File: src/rtl/irq_pkg.sv
// ============================================================================
// Module      : irq_pkg
// Description : Shared types and constants for the interrupt vector
//               controller: FSM state encoding, id-width helper and the
//               default vector table placement.
// Revision    : 1.0 - initial release
// ============================================================================
`default_nettype none

package irq_pkg;

  // Controller FSM states
  typedef enum logic [1:0] {
    ST_IDLE    = 2'd0,
    ST_REQ     = 2'd1,
    ST_SERVICE = 2'd2
  } irq_state_t;

  // Default placement of the vector table
  localparam logic [15:0] DEF_VEC_BASE   = 16'h0f80;
  localparam logic [15:0] DEF_VEC_STRIDE = 16'h0020;

  // Width of a source index; never narrower than one bit
  function automatic int irq_id_w(input int n);
    return (n > 1) ? $clog2(n) : 1;
  endfunction

endpackage

`default_nettype wire

File: src/rtl/irq_sync_edge.sv
// ============================================================================
// Module      : irq_sync_edge
// Description : Multi-flop synchroniser for one asynchronous source followed
//               by a registered rising-edge detector. The detector is armed
//               only once the synchroniser has refilled after reset, so a
//               source that is already high at reset release raises no edge.
// Revision    : 1.0 - initial release
// ============================================================================
`default_nettype none

module irq_sync_edge #(
  parameter int SYNC_STAGES = 2
) (
  input  logic clk,
  input  logic rst_n,
  input  logic src,
  output logic rise
);

  logic [SYNC_STAGES-1:0] r_sync;
  logic [SYNC_STAGES:0]   r_arm;
  logic                   r_prev;

  // Synchronise, arm after reset settling, and register a one-cycle rise pulse
  always_ff @(posedge clk or negedge rst_n) begin
    if (!rst_n) begin
      r_sync <= '0;
      r_arm  <= '0;
      r_prev <= 1'b0;
      rise   <= 1'b0;
    end else begin
      r_sync <= {r_sync[SYNC_STAGES-2:0], src};
      r_arm  <= {r_arm[SYNC_STAGES-1:0], 1'b1};
      r_prev <= r_sync[SYNC_STAGES-1];
      rise   <= r_arm[SYNC_STAGES] & r_sync[SYNC_STAGES-1] & ~r_prev;
    end
  end

endmodule

`default_nettype wire

File: src/rtl/irq_vector_ctrl.sv
// ============================================================================
// Module      : irq_vector_ctrl
// Description : Interrupt vector controller. Synchronised, edge-latched,
//               maskable sources; fixed priority (highest index wins);
//               registered request/take handshake towards the execute stage
//               and a service stack popped by handler RET.
//               Optional nesting/preemption is enabled by defining
//               IRQ_NEST_EN; without it only one handler is active at a time.
// Revision    : 1.0 - initial release
// ============================================================================
`default_nettype none

module irq_vector_ctrl
  import irq_pkg::*;
#(
  parameter int              NUM_SRC     = 4,
  parameter int              PC_W        = 16,
  parameter logic [PC_W-1:0] VEC_BASE    = PC_W'(DEF_VEC_BASE),
  parameter logic [PC_W-1:0] VEC_STRIDE  = PC_W'(DEF_VEC_STRIDE),
  parameter int              SYNC_STAGES = 2
) (
  input  logic                            clk,
  input  logic                            rst_n,
  input  logic [NUM_SRC-1:0]              src_in,
  input  logic [NUM_SRC-1:0]              mask,
  input  logic                            irq_take,
  input  logic                            irq_ret,
  output logic                            irq_req,
  output logic [PC_W-1:0]                 irq_vec,
  output logic [irq_id_w(NUM_SRC)-1:0]    irq_id,
  output logic                            in_service,
  output logic [NUM_SRC-1:0]              pending
);

  localparam int ID_W = irq_id_w(NUM_SRC);

  irq_state_t         r_state;
  // Service stack held as a set of active ids: strict priority means the
  // stack is always ordered by id, so the top is simply the highest set bit.
  logic [NUM_SRC-1:0] r_active;

  logic [NUM_SRC-1:0] w_rise;
  logic [NUM_SRC-1:0] w_elig;
  logic               w_win_valid;
  logic [ID_W-1:0]    w_win_id;
  logic [ID_W-1:0]    w_top_id;
  logic [PC_W-1:0]    w_vec;
  logic [NUM_SRC-1:0] w_take_bit;
  logic [NUM_SRC-1:0] w_pop_bit;
  logic [NUM_SRC-1:0] w_active_pop;
  logic               w_preempt;

  generate
    for (genvar gi = 0; gi < NUM_SRC; gi++) begin : g_src
      irq_sync_edge #(
        .SYNC_STAGES (SYNC_STAGES)
      ) u_sync_edge (
        .clk   (clk),
        .rst_n (rst_n),
        .src   (src_in[gi]),
        .rise  (w_rise[gi])
      );
    end
  endgenerate

  // Priority encoders: winning eligible source and current stack top
  always_comb begin
    w_elig      = pending & mask;
    w_win_valid = 1'b0;
    w_win_id    = '0;
    w_top_id    = '0;
    for (int i = 0; i < NUM_SRC; i++) begin
      if (w_elig[i]) begin
        w_win_valid = 1'b1;
        w_win_id    = ID_W'(i);
      end
      if (r_active[i]) begin
        w_top_id = ID_W'(i);
      end
    end
  end

  // Vector of the winner; wraps modulo 2^PC_W by construction
  always_comb begin
    w_vec = VEC_BASE + PC_W'(NUM_SRC - 1 - int'(w_win_id)) * VEC_STRIDE;
  end

  assign w_take_bit   = (r_state == ST_REQ && irq_take) ? (NUM_SRC'(1) << irq_id) : '0;
  assign w_pop_bit    = NUM_SRC'(1) << w_top_id;
  assign w_active_pop = r_active & ~w_pop_bit;

`ifdef IRQ_NEST_EN
  assign w_preempt = w_win_valid && (w_win_id > w_top_id);
`else
  assign w_preempt = 1'b0;
`endif

  // Pending bits: a new edge on the same bit beats the take-clear
  always_ff @(posedge clk or negedge rst_n) begin
    if (!rst_n) begin
      pending <= '0;
    end else begin
      pending <= (pending & ~w_take_bit) | w_rise;
    end
  end

  // Request/take/service FSM with registered outputs and service stack
  always_ff @(posedge clk or negedge rst_n) begin
    if (!rst_n) begin
      r_state    <= ST_IDLE;
      r_active   <= '0;
      irq_req    <= 1'b0;
      irq_vec    <= '0;
      irq_id     <= '0;
      in_service <= 1'b0;
    end else begin
      case (r_state)
        ST_IDLE: begin
          if (w_win_valid) begin
            r_state <= ST_REQ;
            irq_req <= 1'b1;
            irq_id  <= w_win_id;
            irq_vec <= w_vec;
          end
        end
        ST_REQ: begin
          // id/vector stay frozen here even if priorities or masks change
          if (irq_take) begin
            r_state    <= ST_SERVICE;
            irq_req    <= 1'b0;
            in_service <= 1'b1;
            r_active   <= r_active | w_take_bit;
          end
        end
        ST_SERVICE: begin
          if (irq_ret) begin
            r_active <= w_active_pop;
            if (w_active_pop == '0) begin
              r_state    <= ST_IDLE;
              in_service <= 1'b0;
            end
          end else if (w_preempt) begin
            r_state <= ST_REQ;
            irq_req <= 1'b1;
            irq_id  <= w_win_id;
            irq_vec <= w_vec;
          end
        end
        default: begin
          r_state <= ST_IDLE;
        end
      endcase
    end
  end

endmodule

`default_nettype wire
File: config.mk
export PLATFORM = sky130hd
export DESIGN_NAME = irq_vector_ctrl
export DESIGN_NICKNAME = d
export VERILOG_FILES = /design/src/rtl/irq_pkg.sv /design/src/rtl/irq_sync_edge.sv /design/src/rtl/irq_vector_ctrl.sv
export SDC_FILE = /design/constraint.sdc
export NUM_CORES = 1
export LEC_CHECK = 0
export CORE_MARGIN = 5
export CORE_UTILIZATION = 50
export DETAILED_ROUTE_END_ITERATION = 7
export PLACE_DENSITY = 0.81
export REMOVE_ABC_BUFFERS = 1
export SYNTH_ARGS = -nofsm -noshare
export SYNTH_HDL_FRONTEND = slang
export SYNTH_SLANG_ARGS = --single-unit
File: constraint.sdc
create_clock -name clk -period 2 [get_ports clk]
set_input_delay 0.4 -clock clk [delete_from_list [all_inputs] [get_ports clk]]
set_output_delay 0.4 -clock clk [all_outputs]
set_load 0.01 [all_outputs]
Word level (Yosys, flattened, before mapping)
Index checks and enable logic that the tools add are counted.

storage, ports and cells
  register bits after elaboration = 58
  input port bits = 12
  word-level logic and storage cells = 88

cells by class
  add/sub/neg operators = 2
  equal/unequal tests = 6
  shift operators = 2
  mux-type cells = 26
  bitwise logic cells = 19
  reductions and logical operators = 10

operator list
  cell                                                                    number
  2-bit two-way mux                                                       8
  13-bit by 8-bit adder with 14-bit output (first input constant)         1
  4-bit bitwise AND                                                       3
  4-bit two-way mux                                                       3
  1-bit two-way mux                                                       11
  1-bit bitwise AND                                                       8
  2-bit inequality test (second input constant)                           4
  4-bit inverter                                                          2
  4-bit bitwise OR                                                        2
  4-bit case mux with 2 select lines                                      1
  4-bit AND reduction                                                     2
  1-bit by 2-bit << shifter with 4-bit output (first input constant)      2
  2-bit case mux with 3 select lines                                      1
  3-bit AND reduction                                                     2
  4-bit zero test                                                         1
  1-bit inverter                                                          4
  1-bit case mux with 2 select lines                                      2
  2-bit nonzero test                                                      2
  2-bit by 2-bit subtractor with 3-bit output (first input constant)      1
  2-bit by 1-bit equality test with 1-bit output (second input constant)  1
  2-bit equality test (second input constant)                             1
  2-bit zero test                                                         1
  2-bit AND reduction                                                     1
  1-bit logical AND                                                       1

Logic depth before layout (Yosys ltp)
  word-level depth = 10
  depth in mapped cells = 4
  mapped depth without buffers = 3

Hierarchy
A second synthesis with hierarchy kept.

unflattened totals
  cells, all modules = 117
  area, all modules = 1,582.8 um^2

by module, submodules not included
  module           instances  cells each  area an instance (um^2)  seq. area each (um^2)
  irq_vector_ctrl  1          81          832.0                    425.4
  irq_sync_edge    4          9           187.7                    175.2

Least setup slack after synthesis
Ideal clock, no wire load.

  kind = register to register
  start = reg pending[3]
  end = reg irq_vec[5]
  library setup time = 0.125 ns
  arrival = 1.181 ns
  data required time = 1.875 ns
  slack = 0.694 ns
  stages on the path, launching flop included = 4
  clock period less this slack = 1.306 ns
  cell sequence = dfrtp_1 > a22oi_2 > a211oi_4 > mux2_4

between the ends
  word-level cells in the longest chain between the ends = 4

RTL lines
  element                                      line                    text
  start: declaration                           irq_vector_ctrl.sv:32   output logic [NUM_SRC-1:0] pending
  start signal: assignment                     irq_vector_ctrl.sv:103  pending <= (pending & ~w_take_bit) | w_rise;
  4-bit bitwise AND *                          irq_vector_ctrl.sv:68   w_elig = pending & mask;
  2-bit two-way mux                            irq_vector_ctrl.sv:73   if (w_elig[i]) begin
  2-bit by 2-bit subtractor with 3-bit output  irq_vector_ctrl.sv:85   w_vec = VEC_BASE + PC_W'(NUM_SRC - 1 - int'(w_win_id)) * VEC_STRIDE;
  13-bit by 8-bit adder with 14-bit output     irq_vector_ctrl.sv:85
  end signal: assignment                       irq_vector_ctrl.sv:123  irq_vec <= w_vec;
  end signal: assignment                       irq_vector_ctrl.sv:146  irq_vec <= w_vec;
  end: declaration                             irq_vector_ctrl.sv:29   output logic [PC_W-1:0] irq_vec,

Every way passes the cells marked *; elsewhere a longest branch is shown, timed or not.
A chain may end at the register's enable or synchronous reset.

Worst setup path in the final report
  start = reg pending[1]
  end = out pending[1]

No word-level cell between the ends.

==> run summary <==
The average instance area after synthesis came out at 13.0 um^2. Across all layers, the routed design uses 832 vias. The synthesized design contains 0 enable-type register cells. The register area share after synthesis is 0.659. The cell area after placement is 0.00159 mm^2. Dividing the detail-routed wire length by the instance count gives between 10 and 15 um. The detail-routed via count per cell came out at 5.07.

STA classifies the critical path startpoint as a register. The area of combinational cells with multiple inputs is 364 um^2. The total global routing overflow came out at 0. The critical path is of the reg -> out type. In the synthesized netlist, the number of instances is 105. The count of input and output buffers is 26. The adder and majority gate portion of the synthesized area came out at 0. The initial antenna violation count is 0. The critical path goes through clkdlybuf4s50_1. The maximum number of pins on one net before global-route repair is 37.

The worst path needs 1730 ps of the cycle, external delays included. The final critical-path share of the clock period is 0.867. The signed area change from the synthesized netlist to the final layout came out at 22.1%.

The last weighted congestion value of the routability-driven placer came out at approximately 0.75. The run finished with clean final reports. The number of antenna cells inserted came out at 0. The first global-routing pass estimated between 4000 and 5000 um of wire.

The number of clock sinks came out at 36. The H-tree depth reported by CTS came out at 2. The die span in y came out at 62.3 um. The number of hold-slack violations in the final timing report is 0. The maximum operating frequency came out at slightly below 600 MHz. By area, the combinational part of the netlist is dominated by compound AO/OA/AOI/OAI gates. In this run, CTS created clock tree buffers numbering 5. The type of destination of the critical path is an output port.

The post-place setup slack came out at slightly below 200 ps. The detailed-route wire length came out at 2240 um. The die area came out at 0.00388 mm^2. Summed over all cells, the static leakage comes to 0.746 nW. In the routed design, unresolved DRC markers number 0.

The total chip power is 2.19 mW. The synthesis-stage register bit count came out at 36. The number of detailed-route iterations in the first pass came out at 4. The number of antenna-violating nets in the routed design came out at 0. The total I/O pin count came out at 36. The final setup slack of the worst path came out at 266 ps. For this run, the leading register cell type out of synthesis is dfrtp_1. The placeable core region came out at about 0.0027 mm^2. After global routing, the most crowded layer is met2. The cell area after synthesis is 0.00137 mm^2.

The number of global-route vias before repair came out at 870. Setup repair after global routing left no endpoint under its margin. The root buffer cell chosen for the clock tree is clkbuf_4. The worst endpoint required time came out at 1600 ps. Setup violations remaining at the end of the flow were counted as 0. The global-route track usage on met2 is 0.211. The tightest min-delay check is of the reg -> reg type. The met1 usage in global routing is 0.157.

The final-report max-slew violation count came out at 0. Together, buffers and inverters on the worst path number 1. The first routing iteration left 18 violations.

The fraction of layout instances using a drive strength above 1 is 0.120. Fill cells in the final layout number roughly 210. The mux cell area share after synthesis came out at 0.0183. Power spread over the standard cell area amounts to between 1000 and 1500 mW/mm^2. The peak ir drop on the vdd network is 0.809 mV. The number of hold buffers added after CTS was 0. The sum of negative setup slack is 0 ps. The die width is 62.3 um. The insertion delay to the later sink of the worst-skew pair is between 300 and 400 ps. The slowest stage of the critical path is the clkdlybuf4s50_1 cell. Clock-pin slew was measured on the worst setup and hold paths at 100 ps. In this design, the stage delay of the slowest critical-path cell is 570 ps. For this run, the post-layout net count is 144. The fraction of registers with async set/reset came out at 1.00. The routing usage on met3 is 0.0649. For this run, the number of Yosys warnings is 0. The largest fanout on the critical path came out at 4. Detailed placement finished with a half-perimeter wire length of between 1500 and 2000 um. TritonCTS built the clock tree. The compound-cell area share of the yosys netlist came to 0.147. The total global-route track usage came out at 0.132. Post-CTS repair changed the size of 0 cells.

The worst endpoint data arrival time is approximately 1300 ps. The max-capacitance violation count came out at 0. The fraction of synthesized cell area in xor and xnor cells is 0.

The final setup skew came out at 6.64 ps. The post-CTS setup-driven buffer insertion count came out at 0. The count of unique library cells instantiated by Yosys is 31. The final non-filler cell area came out at ~0.0017 mm^2. On the critical path the largest part of the delay comes from buffers and inverters. The share of synthesized cell area in and, or, nand and nor gates is 0.0732. The effective utilization at floorplan is 0.509. The floorplan has 19 rows. Counting along the longest clock path gives a buffer depth of 2. Registers take 901 um^2.
layout make-up:
class                   count  area share
clock inverters             2      0.0210
repair buffers             27       0.160
well taps                  31      0.0232
clock buffers               6      0.0247
inverters                   6      0.0135
flip-flops and latches     36       0.539
multi-input cells          56       0.218
cells by family (layout without fill, tap and decap cells):
| kind of cell | after synthesis | after routing |
|---|---|---|
| multiplexers | 2 | 2 |
| flip-flops | 36 | 36 |
| AO/OA/AOI/OAI | 23 | 23 |
| AND/OR/NAND/NOR | 21 | 21 |
| other | 2 | 10 |
| buffers and inverters | 21 | 41 |
report_power, final:
part	switching, mW	internal [mW]
clock	0.222	0.262
combinational	0.259	0.359
sequential	0.196	0.892
registers in the layout, indices dropped and copies added (netlist names):
register / flops
g_src.u_sync_edge.r_prev: 4
irq_id: 2
pending: 4
g_src.u_sync_edge.r_arm: 3
irq_req: 1
r_active: 4
in_service: 1
irq_vec: 3
g_src.u_sync_edge.rise: 4
r_state: 2
g_src.u_sync_edge.r_sync: 8
path summary, 6_finish.rpt:
kind,startpoint,to,slack [ps],depth (start not counted)
worst min register to register,g_src[2].u_sync_edge.r_sync[0],g_src[2].u_sync_edge.r_sync[1],360,0
worst min-delay path,g_src[2].u_sync_edge.r_sync[0],g_src[2].u_sync_edge.r_sync[1],360,0
worst max register to register,r_state[0],r_active[2],630,3
max in group asynchronous,rst_n,r_active[2],1220,2
worst max-delay path,pending[1],pending[1],270,1
min in group asynchronous,rst_n,irq_req,480,2
per-layer routing:
metal	routed length (um)	part of all wire	vias to the layer above
met4	20	0.0089	0
li1	-	-	391
met3	171	0.076	3
met1	886	0.40	406
met5	0	0	-
met2	1160	0.52	32
per-stage QoR:
step / cells / hold slack (ps) / util
finish: 164 / 358 / 0.622
floorplan: 98 / 104 / -
global placement: 156 / 334 / 0.593
CTS: 164 / 363 / 0.622
detailed placement: 156 / 339 / 0.593
global route: 164 / 380 / 0.622
synth_stat cells, drive strengths merged (3+ instances only):
library cell   n  area [um^2]
nor2           4         15.0
dfrtp         36          901
a21o           4         32.5
nand3          3         15.0
nand2          8         30.0
a211oi         3         35.0
inv            6         22.5
buf           15          110
placed cells by master (no fill, tap or decap), types with 3 or more instances in the layout:
cell type / synthesis / layout
nor2_1: 4 / 4
nand3_1: 3 / 3
clkbuf_4: 0 / 5
conb_1: 2 / 10
inv_1: 6 / 6
nand2_1: 8 / 8
clkdlybuf4s50_1: 0 / 26
dfrtp_1: 36 / 36
Power figures use the tool's default switching activity.
